## config.mk

```make
export PLATFORM = sky130hd
export DESIGN_NAME = score_bcd_to_bin
export DESIGN_NICKNAME = d
export VERILOG_FILES = /design/src/rtl/score_pkg.sv /design/src/rtl/bcd_mac10.sv /design/src/rtl/score_bcd_to_bin.sv
export SDC_FILE = /design/constraint.sdc
export NUM_CORES = 1
export LEC_CHECK = 0
export ABC_CLOCK_PERIOD_IN_PS = 2500
export BUFFER_PORTS_ARGS = -buffer_cell sky130_fd_sc_hd__buf_2
export CORE_ASPECT_RATIO = 0.9
export CORE_MARGIN = 5
export CORE_UTILIZATION = 52
export DETAILED_ROUTE_END_ITERATION = 7
export PLACE_DENSITY = 0.83
export SKIP_LAST_GASP = 1
export SLEW_MARGIN = 15
export SYNTH_ARGS = -nofsm -noshare
export SYNTH_HDL_FRONTEND = slang
export SYNTH_SLANG_ARGS = --single-unit
export TNS_END_PERCENT = 50
```

## constraint.sdc

```tcl
create_clock -name clk -period 2.5 [get_ports clk]
set_input_delay 0.25 -clock clk [delete_from_list [all_inputs] [get_ports clk]]
set_output_delay 0.25 -clock clk [all_outputs]
set_load 0.01 [all_outputs]
```

## src/rtl/score_pkg.sv

```systemverilog
// Shared score-path constants and types, used by the BCD converter and the
// binary-to-digit display logic.
package score_pkg;

  localparam int unsigned SCORE_W    = 17;
  localparam int unsigned NUM_DIGITS = 5;
  localparam int unsigned BCD_W      = 4;

  // Display-side constants shared with the binary-to-digit path
  localparam int unsigned DEC_BASE   = 10;
  localparam int unsigned DIGIT_MAX  = 9;
  localparam int unsigned SEG_W      = 7;

  typedef enum logic [1:0] {
    IDLE = 2'd0,
    CONV = 2'd1,
    DONE = 2'd2
  } state_t;

endpackage

```

## src/rtl/bcd_mac10.sv

```systemverilog
// One decimal fold step: acc*10 + digit, plus a flag for non-decimal digits.
module bcd_mac10 #(
  parameter int unsigned SCORE_W = score_pkg::SCORE_W
) (
  input  logic [SCORE_W-1:0] acc,
  input  logic [3:0]         digit,
  output logic [SCORE_W-1:0] acc_next,
  output logic               digit_bad
);

  logic [SCORE_W-1:0] acc_x8;
  logic [SCORE_W-1:0] acc_x2;

  // Shift-add multiply by ten; wrap is harmless because bad results are discarded
  always_comb begin
    acc_x8    = acc << 3;
    acc_x2    = acc << 1;
    acc_next  = acc_x8 + acc_x2 + SCORE_W'(digit);
    digit_bad = (digit > 4'd9);
  end

endmodule

```

## src/rtl/score_bcd_to_bin.sv

```systemverilog
// Sequential BCD-to-binary converter: folds packed digits MSD-first, one per
// clock, behind a start/busy handshake with a one-cycle done pulse.
module score_bcd_to_bin #(
  parameter int unsigned NUM_DIGITS = score_pkg::NUM_DIGITS,
  parameter int unsigned SCORE_W    = score_pkg::SCORE_W
) (
  input  logic                    clk,
  input  logic                    rst_n,
  input  logic                    start,
  input  logic [4*NUM_DIGITS-1:0] bcd_in,
  output logic                    busy,
  output logic                    done,
  output logic [SCORE_W-1:0]      score,
  output logic                    err
);
  import score_pkg::*;

  localparam int unsigned IN_W  = BCD_W * NUM_DIGITS;
  localparam int unsigned CNT_W = (NUM_DIGITS > 1) ? $clog2(NUM_DIGITS) : 1;

  state_t             state;
  state_t             state_nxt;
  logic               capture;
  logic               step;
  logic               last;

  logic [IN_W-1:0]    sreg;
  logic [SCORE_W-1:0] acc;
  logic [CNT_W-1:0]   cnt;
  logic               err_sticky;

  logic [SCORE_W-1:0] acc_next;
  logic               digit_bad;
  logic               err_any;

  bcd_mac10 #(
    .SCORE_W (SCORE_W)
  ) u_mac10 (
    .acc       (acc),
    .digit     (sreg[IN_W-1 -: BCD_W]),
    .acc_next  (acc_next),
    .digit_bad (digit_bad)
  );

  assign err_any = err_sticky | digit_bad;

  // State register
  always_ff @(posedge clk or negedge rst_n) begin
    if (!rst_n) begin
      state <= IDLE;
    end else begin
      state <= state_nxt;
    end
  end

  // Next-state and datapath control
  always_comb begin
    state_nxt = state;
    capture   = 1'b0;
    step      = 1'b0;
    last      = 1'b0;
    case (state)
      IDLE, DONE: begin
        if (start) begin
          state_nxt = CONV;
          capture   = 1'b1;
        end else begin
          state_nxt = IDLE;
        end
      end
      CONV: begin
        step = 1'b1;
        if (cnt == CNT_W'(NUM_DIGITS - 1)) begin
          state_nxt = DONE;
          last      = 1'b1;
        end
      end
      default: state_nxt = IDLE;
    endcase
  end

  // Datapath and registered outputs
  always_ff @(posedge clk or negedge rst_n) begin
    if (!rst_n) begin
      sreg       <= '0;
      acc        <= '0;
      cnt        <= '0;
      err_sticky <= 1'b0;
      busy       <= 1'b0;
      done       <= 1'b0;
      score      <= '0;
      err        <= 1'b0;
    end else begin
      busy <= (state_nxt == CONV);
      done <= (state_nxt == DONE);
      if (capture) begin
        sreg       <= bcd_in;
        acc        <= '0;
        cnt        <= '0;
        err_sticky <= 1'b0;
      end else if (step) begin
        acc  <= acc_next;
        sreg <= sreg << BCD_W;
        cnt  <= cnt + CNT_W'(1);
        if (digit_bad) begin
          err_sticky <= 1'b1;
        end
        if (last) begin
          score <= err_any ? '0 : acc_next;
          err   <= err_any;
        end
      end
    end
  end

endmodule

```

* After elaboration in Yosys (flattened, before gate mapping) *
Cells that the tools add are included.

word-level totals
  flip-flop bits (word level) = 62
  bits in latches = 0
  memories = 0
  word-level logic and storage cells = 44
  bits in read-only memories = 0
  bits in writable memories = 0
  input port bits = 23

operators by class
  reductions and logical operators = 6
  magnitude comparators = 1
  shift operators = 0
  equality and inequality tests = 5
  muxes and demuxes = 18
  multipliers = 0
  bitwise logic cells = 2
  add/subtract/negate cells = 3
  divide/modulo/power cells = 0

operator list
  cell                 count
  $mux 20              2
  $mux 16              2
  $add 17x17->17       1
  $add 17x4->17        1
  $mux 17              1
  $mux 1               9
  $mux 3               2
  $eq 2x1->1 const B   2
  $eq 2x2->1 const B   2
  $gt 4x4->1 const B   1
  $pmux 2 s2           1
  $reduce_bool 2->1    2
  $add 3x1->3 const B  1
  $eq 3x3->1 const B   1
  $reduce_and 3->1     1
  $logic_not 2->1      1
  $mux 2               1
  $reduce_and 2->1     1
  $reduce_or 2->1      1
  $not 1->1            1
  $or 1x1->1           1

* Longest topological paths before layout *
  depth in word-level cells = 5
  gate-level depth with buffers = 9
  gate-level depth less buffers = 9

* By module *
Synthesis repeated with hierarchy kept, for this count alone.

second synthesis, totals
  cell total of the unflattened synthesis = 311
  area, all modules = 3,400.8 um2

modules (own cells, without submodules)
  module            cells an instance  area an instance (um2)  times used
  score_bcd_to_bin  206                2,516.2                 1
  bcd_mac10         105                884.6                   1

* Least setup slack after synthesis *
No wires, ideal clock.

  path type = reg-to-reg
  start = register sreg[19]
  end = register acc[10]
  library setup time = 0.126 ns
  arrival = 2.621 ns
  cell stages (with the launch flop) = 10
  slack = -0.247 ns
  period minus slack after synthesis = 2.747 ns
  cells stage by stage = dfrtp_1 inv_1 fa_1 inv_1 fa_1 a211oi_1 o21bai_1 a2111oi_2 nor4_1 a221o_1

between the ends
  cells in the longest elaborated chain, start to end = 3

RTL lines
  element                 line                     RTL
  from (decl)             score_bcd_to_bin.sv:27   logic [IN_W-1:0] sreg;
  from (signal assigned)  score_bcd_to_bin.sv:97   sreg <= bcd_in;
  from (signal assigned)  score_bcd_to_bin.sv:103  sreg <= sreg << BCD_W;
  $add 17x4->17           bcd_mac10.sv:18          acc_next = acc_x8 + acc_x2 + SCORE_W'(digit);
  $mux 16                 score_bcd_to_bin.sv:101  end else if (step) begin
  $mux 16                 score_bcd_to_bin.sv:96   if (capture) begin
  to (signal assigned)    score_bcd_to_bin.sv:102  acc <= acc_next;
  to (decl)               score_bcd_to_bin.sv:28   logic [SCORE_W-1:0] acc;

No other way between the ends. The select of a mux whose other input is x is not followed.
A chain may end at the register's enable or synchronous reset.

* Worst setup path in the final report *
Ends and elaborated chain as after synthesis.

==> metrics.md <==
| Metric | Value |
|---|---|
| Share of cells above drive strength 1 | 0.2405 |
| Post-Synthesis Cells | 327 |
| Most used DFF post-synth | dfrtp_1 |
| Fin. Hold Viols | 0 |
| Period utilization | 1.012 |
| GR Overflow Total | 0 |
| Final ANT Viol Nets | 0 |
| # H-tree levels | 3 |
| Worst Tran Pin Value | ~0.70 ns |
| Initial Utilization | 0.5413 |
| Final core occ | 0.6554 |
| Top post-synthesis cells by area | dfrtp_1, ha_1, a22o_1 |
| Cell taking the most area after synthesis | dfrtp_1 |
| Width of the die | ~95 um |
| Crit path kind | flip-flop to flip-flop |
| Routed via count | about 2800 |
| Placed cell count | between 400 and 500 |
| Max Cap Viol | 0 |
| Syn nets | around 380 |
| I/O pin count | 43 |
| FFs w/ async S/R, synth | 1.000 |
| CP max-delay cell | fa_1 |
| Maximum clock rate | between 300 and 400 MHz |
| Initial antenna violation count | 0 |
| CP Capture Type | flip-flop |
| Clock root buffer | clkbuf_8 |
| Rows | 27 |
| DRT iter0 DRCs | ~150 |
| Die area | a little over 8000 um2 |
| Max FO, Critical Path | 2 |
| Total length of routed wires | 7994 um |
| Drt drc | 0 |
| Most used cell, CP | inv_2 |
| Startpoint types | flip-flop |
| Failing checks | negative setup slack |
| Max-slew violations | 0 |
| CP arrival | 2.78 ns |
| TritonCTS Buffers | 9 |
| FF+latch count, synth | 62 |
| Core area | between 6000 and 7000 um2 |
| Largest net degree at the start of global routing | 35 |
| Leakage | about 2.1 nW |
| Clock Latency Late Sink | 0.35 ns |
| Pwr dens | between 1500 and 2000 nW/um2 |
| Routed len/inst | ~17 um |
| Run status | finished with violations |
| # setup viols final | 2 |
| Layout Area Growth over Synthesis | 21.09% |
| Buffers on Ports | between 40 and 50 |
| Ant. Diodes | 0 |
| Fin cells | between 400 and 500 |
| First-pass GRT wire length | roughly 14000 um |
| Sequential element share of the synthesized area | 0.4611 |
| Tot GR Track Use | 0.2206 |
| DRT Pass-1 Iters | 4 |
| Worst-path cell chain | inv_2 -> fa_1 -> inv_2 -> fa_2 -> a211oi_2 -> o21bai_1 -> a2111oi_2 -> nor4_1 -> a221o_1 |
| Worst path required time | ~2.8 ns |
| Max incr delay on CP | 0.55 ns |
| Mapped cell area | between 3000 and 4000 um2 |
| Cell variety after synth | 45 |
| Clock-pin transition on the worst setup and hold timing paths | about 0.08 ns |
| Shortest period the worst path allows | approximately 2.5 ns |
| Hold slack | between 0.1 and 0.15 ns |
| Die height | about 86 um |
| CTS tree | done |
| Nets | roughly 450 |
| Warnings from Yosys | 0 |
| Gpl congestion | approximately 0.85 |
| Skew final | about 0.015 ns |
| Vias in the first global route | approximately 3000 |
| Synth top area share | 0.4611 |
| Clk buf depth | 2 |
| Slew headroom | 0.5302 |
| Maximum vdd drop | 0.0007289 V |
| RSZ-0062 raised after global routing | yes |
| CTS sink cnt | 62 |
| Number of synthesized flops with an enable pin | 0 |
| Mean Syn Cell Area | 10.29 um2 |
| Type of the worst min-delay path | primary input to flip-flop |
| DP HPWL | ~5700 um |
| Via-to-Cell Ratio | roughly 5.8 |
| Setup ws final | -0.03090 ns |
worst max-delay path: cells and delay by family (launching register included):
kind | cells | cell delay, ns
buffers and inverters | 2 | 0.11
adders and majority gates | 2 | 0.90
DFF | 1 | 0.37
and+or+nand+nor | 1 | 0.09
AOI/OAI and AO/OA | 4 | 0.96
logic make-up (layout without fill, tap and decap cells):
family | Yosys count | after routing | synth area share
flops | 62 | 62 | 0.4611
simple gates | 97 | 97 | 0.1331
xor+xnor | 9 | 9 | 0.02343
buf+inv | 27 | 95 | 0.03012
fa+ha+maj | 32 | 32 | 0.1235
compound gates | 99 | 99 | 0.2257
mux | 1 | 1 | 0.002975
report_power, final:
group / total [W] / switching [W] / internal (W)
registers: 0.00177 / 0.000306 / 0.00146
logic: 0.00414 / 0.00227 / 0.00187
clock network: 0.000966 / 0.000407 / 0.000559
worst paths after layout:
kind                            depth (start not counted)   endpoint  slack, ns  startpoint
max in group asynchronous                               3   sreg[15]       1.40       rst_n
worst min-delay path                                    3    sreg[7]       0.12   bcd_in[7]
worst min register to register                          2   score[9]       0.47    score[9]
worst max-delay path                                    9    acc[10]      -0.03    sreg[19]
worst max register to register                          9    acc[10]      -0.03    sreg[19]
min in group asynchronous                               2  score[10]       0.47       rst_n
per-layer routing:
layer / part of all wire / GRT usage
met1: 0.45 / 0.2902
met2: 0.48 / 0.3393
met3: 0.066 / 0.07378
met4: 0.010 / 0.08126
met5: 0 / 0
area by class of cell:
type	instances	area [um2]
clock buffers	10	127.6
clock inverters	6	86.33
fillers	517	2142
inverters	9	33.78
multi-input cells	238	1730
flip-flops and latches	62	1551
well taps	87	108.9
repair buffers	70	435.4
sequential cells by signal, summed over array words and instances, names as in the netlist, 2 cells and up:
name / cells
acc: 16
cnt: 3
state: 2
score: 17
sreg: 20
synthesized netlist by cell type (3+ instances only):
cell / number
dfrtp_1: 62
nand2_1: 49
ha_1: 30
a22o_1: 25
a22oi_1: 15
clkbuf_1: 15
nor2_1: 13
a21oi_1: 12
inv_1: 9
nand3_1: 8
o211ai_1: 7
a21o_1: 6
nor3_1: 6
o21a_1: 6
o21ai_0: 6
xnor2_1: 5
o31ai_1: 4
xor2_1: 4
a211o_1: 3
a221o_1: 3
buf_1: 3
nand2b_1: 3
nand4_1: 3
nor2b_1: 3
repair_timing:
action	in CTS	in global routing
hold buffers	1	0
gates resized for setup	2	1
buffers inserted	2	2
pin swaps	0	1
setup endpoints to repair	4	11
hold endpoints to repair	28	0
per-stage QoR:
stage / worst slack (ns) / power (W) / area (um2) / TNS [ns]
after floorplan: 0.02388 / 0.004494 / 3372 / 0
after global placement: 0.005873 / 0.005622 / 3819 / 0
after detailed placement: -0.03365 / 0.005804 / 3819 / -0.06874
after CTS: -0.02201 / 0.006852 / 4058 / -0.04228
after global routing: -0.1696 / 0.007514 / 4074 / -1.104
final: -0.03090 / 0.006872 / 4074 / -0.05787
cell usage in the layout, fill, tap and decap left out, types with 2 or more instances in the layout:
cell	count
inv_1	7
nand3_1	8
inv_2	2
a21o_1	6
buf_4	26
dfrtp_1	62
clkinv_2	2
xor2_1	4
o21ai_0	6
a22o_1	25
o31ai_1	4
and2_1	2
a211o_1	3
xnor2_1	5
nor3_1	5
bufinv_16	2
o21a_1	6
and3_1	2
nand4b_1	2
a21oi_1	12
ha_1	30
buf_2	42
nand2_1	49
nand4_1	3
nor2_1	12
clkbuf_8	9
a22oi_1	15
a221o_1	3
o211ai_1	7
nand2b_1	3
nor2b_1	2
o2111ai_1	2
No activity file was read; power rests on OpenSTA's default activity.
